### config.mk
export PLATFORM = sky130hd
export DESIGN_NAME = seven_seg_scan_ctrl
export DESIGN_NICKNAME = d
export VERILOG_FILES = /design/src/rtl/seven_seg_scan_ctrl.sv
export SDC_FILE = /design/constraint.sdc
export NUM_CORES = 1
export LEC_CHECK = 0
export BUFFER_PORTS_ARGS = -buffer_cell sky130_fd_sc_hd__buf_2
export CAP_MARGIN = 40
export CELL_PAD_IN_SITES_DETAIL_PLACEMENT = 1
export CELL_PAD_IN_SITES_GLOBAL_PLACEMENT = 2
export CORE_ASPECT_RATIO = 0.7
export CORE_MARGIN = 8
export CORE_UTILIZATION = 38
export DETAILED_ROUTE_END_ITERATION = 6
export PLACE_DENSITY = 0.86
export SETUP_SLACK_MARGIN = 0.05
export SLEW_MARGIN = 10
export SYNTH_ARGS = -nofsm -noshare
export SYNTH_HDL_FRONTEND = slang
export SYNTH_SLANG_ARGS = --single-unit
export TNS_END_PERCENT = 30
### constraint.sdc
create_clock -name clk -period 4.54 [get_ports clk]
set_input_delay 0 -clock clk [delete_from_list [all_inputs] [get_ports clk]]
set_output_delay 0 -clock clk [all_outputs]
set_load 0.03 [all_outputs]
### src/rtl/seven_seg_scan_ctrl.sv
// Multiplexed BCD seven-segment scan controller: one shared decoder, one enable per digit,
// blanking between digits and frame-aligned swapping of newly loaded display words.
module seven_seg_scan_ctrl #(
  parameter int unsigned NUM_DIGITS   = 4,
  parameter int unsigned REFRESH_DIV  = 1000,
  parameter int unsigned BLANK_CYCLES = 2
) (
  input  logic                    clk,
  input  logic                    reset,
  input  logic                    load_valid,
  output logic                    load_ready,
  input  logic [4*NUM_DIGITS-1:0] load_data,
  input  logic                    blank_leading,
  output logic                    W,
  output logic                    X,
  output logic                    Y,
  output logic                    Z,
  output logic [NUM_DIGITS-1:0]   digit_en,
  output logic                    frame_done,
  output logic                    bcd_err
);

  localparam int unsigned DATA_W  = 4 * NUM_DIGITS;
  localparam int unsigned IDX_W   = $clog2(NUM_DIGITS);
  localparam int unsigned CNT_MAX = (REFRESH_DIV > BLANK_CYCLES) ? REFRESH_DIV : BLANK_CYCLES;
  localparam int unsigned CNT_W   = $clog2(CNT_MAX + 1);

  localparam logic [CNT_W-1:0] SHOW_LAST  = CNT_W'(REFRESH_DIV - 1);
  localparam logic [CNT_W-1:0] BLANK_LAST = CNT_W'(BLANK_CYCLES - 1);
  localparam logic [IDX_W-1:0] IDX_LAST   = IDX_W'(NUM_DIGITS - 1);

  typedef enum logic {
    ST_BLANK = 1'b0,
    ST_SHOW  = 1'b1
  } state_t;

  state_t              state_q, state_d;
  logic [IDX_W-1:0]    idx_q, idx_d;
  logic [CNT_W-1:0]    cnt_q, cnt_d;
  logic [DATA_W-1:0]   active_q, active_d;
  logic [DATA_W-1:0]   pending_q, pending_d;
  logic                ready_d;
  logic [3:0]          wxyz_q, wxyz_d;
  logic [NUM_DIGITS-1:0] digit_en_d;
  logic                frame_done_d;
  logic                bcd_err_d;
  logic                boundary;
  logic                accept;
  logic                zero_run;
  logic [NUM_DIGITS-1:0] visible;

  assign accept       = load_valid && load_ready;
  assign {W, X, Y, Z} = wxyz_q;

  // Next-state, handshake and next registered outputs
  always_comb begin
    state_d      = state_q;
    idx_d        = idx_q;
    cnt_d        = cnt_q + 1'b1;
    boundary     = 1'b0;
    active_d     = active_q;
    pending_d    = pending_q;
    ready_d      = load_ready;
    wxyz_d       = 4'd0;
    digit_en_d   = '0;
    frame_done_d = 1'b0;
    bcd_err_d    = 1'b0;
    zero_run     = 1'b1;
    visible      = '0;

    case (state_q)
      ST_BLANK: begin
        if (cnt_q == BLANK_LAST) begin
          state_d = ST_SHOW;
          cnt_d   = '0;
        end
      end
      ST_SHOW: begin
        if (cnt_q == SHOW_LAST) begin
          state_d = ST_BLANK;
          cnt_d   = '0;
          if (idx_q == IDX_LAST) begin
            idx_d    = '0;
            boundary = 1'b1;
          end else begin
            idx_d = idx_q + 1'b1;
          end
        end
      end
      default: begin
        state_d = ST_BLANK;
        cnt_d   = '0;
      end
    endcase

    // A pending word wins at the boundary; otherwise a boundary-cycle load goes straight in
    if (boundary) begin
      if (!load_ready) begin
        active_d = pending_q;
        ready_d  = 1'b1;
      end else if (accept) begin
        active_d = load_data;
      end
    end else if (accept) begin
      pending_d = load_data;
      ready_d   = 1'b0;
    end

    for (int i = NUM_DIGITS - 1; i >= 0; i--) begin
      zero_run   = zero_run && (active_d[4*i +: 4] == 4'd0);
      visible[i] = (active_d[4*i +: 4] <= 4'd9) && !(blank_leading && (i != 0) && zero_run);
    end

    for (int i = 0; i < NUM_DIGITS; i++) begin
      if (idx_d == IDX_W'(i)) wxyz_d = active_d[4*i +: 4];
    end

    if (state_d == ST_SHOW) begin
      if (visible[idx_d]) digit_en_d = NUM_DIGITS'(1) << idx_d;
      bcd_err_d    = (cnt_d == '0) && (wxyz_d > 4'd9);
      frame_done_d = (idx_d == IDX_LAST) && (cnt_d == SHOW_LAST);
    end
  end

  // State, datapath and output registers
  always_ff @(posedge clk) begin
    if (reset) begin
      state_q    <= ST_BLANK;
      idx_q      <= '0;
      cnt_q      <= '0;
      active_q   <= '0;
      pending_q  <= '0;
      load_ready <= 1'b1;
      wxyz_q     <= 4'd0;
      digit_en   <= '0;
      frame_done <= 1'b0;
      bcd_err    <= 1'b0;
    end else begin
      state_q    <= state_d;
      idx_q      <= idx_d;
      cnt_q      <= cnt_d;
      active_q   <= active_d;
      pending_q  <= pending_d;
      load_ready <= ready_d;
      wxyz_q     <= wxyz_d;
      digit_en   <= digit_en_d;
      frame_done <= frame_done_d;
      bcd_err    <= bcd_err_d;
    end
  end

endmodule

==> results.yml <==
worst_setup_path:
  critPathBufInv: 0
  crit_arrival_ps: 2950
  critical_path_class: "reg2reg"
  crit_slowest_cell: "a2111o_1"
  cp_max_fo: 17
  cp_top_family: "simple AND/OR/NAND/NOR gates"
  critPathMaxStageDelay_ps: 470
  reg2reg_from: "cnt_q[0]"
  cp_data_required_time_ps: 4720
  worstPathCellList: "ha_1 -> and2_1 -> nand4_4 -> nor2_4 -> o22ai_1 -> a2111o_1 -> o311ai_2 -> nor3_1"
  crit_start: "cnt_q[0]"
  end_kind: "flop"
  cp-start-kind: "flop"
detailed_routing:
  drtIter0Drc: 164
  drtPass1Iterations: 4
  met2_length_um: 3240
  route.met3.wl_um: 368
  ant_nets: 0
  routed_via_density: 5.35
  routed_wl_um: 7670
  drt-met1-wl_um: 4040
  wl_per_cell_um: 17.0
  routed.top_layer: "met4"
  drc: 0
  num_vias: 2420
timing:
  hold_viol: 0
  fin_ws_ps: 1770
  timing.final.crit_period_ps: 2770
  fin_worst_skew_ps: 7.26
  fin_tns_setup_ps: 0
  rsz0062_at_grt: "no"
  max-slew-margin-rel: 0.434
  setup_viol: 0
  worst_pin_slew_ps: 849
  fin_crit_sh: 0.610
  drv_slew: 0
  clock.fmax_ghz: 0.361
finish:
  drive_gt1_frac: 0.158
  finalNetCount: 376
  antenna_cells: 0
  n_fill_cell: 863
  register_area_mm2: 0.00112
  multi_input_area_mm2: 0.00151
  area_growth_pct: 16.8
pwr:
  irDropWorstVdd_mv: 0.143
  power_frac_comb: 0.127
  swShare: 0.244
  p_sw_uw: 244
  power_density_mw_per_mm2: 307
  clock_power_share: 0.354
  p_int_uw: 756
  seq_power_share: 0.519
  power_leakage_nw: 1.31
placed_design:
  hpwl_um: 5560
  io_buffers: 30
  routabilityCongestion: 0.807
  dp_slack_ps: 1820
floorplan:
  dieHeight_um: 87.7
  die_x_um: 118
  core_mm2: 0.00719
  io_pins: 31
  placementRows: 26
  start_util: 0.388
  die_area_mm2: 0.0104
status:
  status: "complete, no violations"
grt:
  grt_overflow: 0
  grt_pass1_wl_um: 12900
  grt_pass1_vias: 2502
  grt_antenna_before_repair: 0
  grt_usage: 0.151
  grt_start_max_net_pins: 43
cts:
  holdBufCountCts: 16
  cts_tree: "done"
  cts_root_buf: "clkbuf_8"
  cts_max_level: 2
  path_clk_slew_ps: 100
  clk_path_buf_depth: 2
  clkSinkCount: 56
  cts_resized: 0
  clk_latency_ps: 300
  cts_buffers: 5
  post_cts_buffers: 0
logic_synthesis:
  synth_cell_type_count: 55
  synthTopCellsByCount: "nor2_1 (61), dfxtp_1 (56), mux2i_1 (24), nand2_1 (13), o21ai_0 (13)"
  syn-num-nets: 343
  yosys.area.top_type: "dfxtp_1"
  syn_inst: 320
  synth_most_common_cell: "nor2_1"
  avgSynthCellArea_um2: 8.72
  synth_top_flop_cell: "dfxtp_1"
  yosys-top-cells-area: "dfxtp_1 (40%), mux2i_1 (8.6%), nor2_1 (8.2%), a31oi_1 (2.5%), o21ai_0 (2.3%)"
  yosysWarnings: 0
  synth_top_area_share: 0.402
  synth_edf_count: 0
  yosysSeqAreaShare: 0.402
  synth_area_mm2: 0.00279
  ys_ff_latch: 56
  synthArstFlopShare: 0
run:
  cap_violations: 0
worst_hold_path:
  hold_path.class: "in2reg"
  hp-start: "blank_leading"
-- sequential cells by signal, indices dropped and copies added, names as in the netlist --
name and count:
active_q 16, bcd_err 1, cnt_q 10, digit_en 4, frame_done 1, idx_q 2
load_ready 1, pending_q 16, state_q 1, wxyz_q 4
-- layer usage --
metal | global-route usage | vias up
met2 | 0.228 | 47
met4 | 0.0251 | 0
li1 | - | 1193
met3 | 0.0348 | 2
met5 | 0 | -
met1 | 0.216 | 1178
-- final timing paths --
path / end / cells past startpoint / slack [ps]
max: digit_en[2] / 8 / 1770
max reg2reg: digit_en[2] / 8 / 1770
min reg2reg: pending_q[5] / 2 / 500
min: digit_en[2] / 4 / 180
-- placed cells by master, fill, tap and decap left out, types with 3 or more instances in the layout --
master / count
xnor2_1: 6
mux2i_1: 24
nor2_1: 61
nand2_1: 13
nor2b_1: 5
a211oi_1: 3
dfxtp_1: 56
xor2_1: 4
nand2b_1: 5
buf_2: 30
clkbuf_8: 7
or3_1: 3
inv_1: 12
nor3_1: 7
o21ai_0: 13
nand4_1: 5
a31oi_1: 11
dlygate4sd3_1: 16
nand3_1: 7
and3_1: 4
nand3b_1: 4
o22ai_1: 9
a21oi_1: 8
ha_1: 3
-- power by group through the flow --
| stage | clock (mW) | sequential (mW) | combinational [mW] |
|---|---|---|---|
| CTS | 0.364 | 0.519 | 0.128 |
| finish | 0.355 | 0.519 | 0.127 |
| global route | 0.386 | 0.522 | 0.139 |
| floorplan | 0 | 0.532 | 0.0785 |
| global placement | 0 | 0.529 | 0.114 |
| detailed placement | 0 | 0.530 | 0.117 |
-- per-stage QoR --
| step | area (um^2) | total power [mW] | cells | hold slack (ps) | utilization |
|---|---|---|---|---|---|
| 6_report | 3260 | 1.00 | 452 | 182 | 0.453 |
| 5_1_grt | 3260 | 1.05 | 452 | 201 | 0.453 |
| 4_1_cts | 3260 | 1.01 | 452 | 178 | 0.453 |
| 3_5_place_dp | 2970 | 0.648 | 428 | 260 | 0.413 |
| 3_3_place_gp | 2960 | 0.643 | 427 | 248 | 0.412 |
| 2_1_floorplan | 2790 | 0.611 | 320 | 96.4 | - |
-- worst reg2reg max path: cells and delay by family, from the launching register on --
kind / cells / cell delay (ps)
AO/OA/AOI/OAI: 3 / 840
flip-flops: 1 / 420
adder cells (fa/ha/maj): 1 / 210
AND/OR/NAND/NOR: 4 / 1170
-- layout make-up --
type / count / share of cell area
Multi-Input combinational cell: 230 / 0.465
Clock inverter: 1 / 0.00922
Tap cell: 98 / 0.0376
Clock buffer: 7 / 0.0296
Timing Repair Buffer: 48 / 0.101
Inverter: 12 / 0.0138
Sequential cell: 56 / 0.344
-- kinds of logic (layout without fill, tap and decap cells) --
group / count (synthesis) / count (layout) / synth area share
simple gates: 130 / 130 / 0.248
compound gates: 60 / 60 / 0.144
mux: 27 / 27 / 0.106
buf+inv: 34 / 68 / 0.0552
xor+xnor: 10 / 10 / 0.0314
fa+ha+maj: 3 / 3 / 0.0135
flops: 56 / 56 / 0.402
No activity file was read; power rests on OpenSTA's default activity.
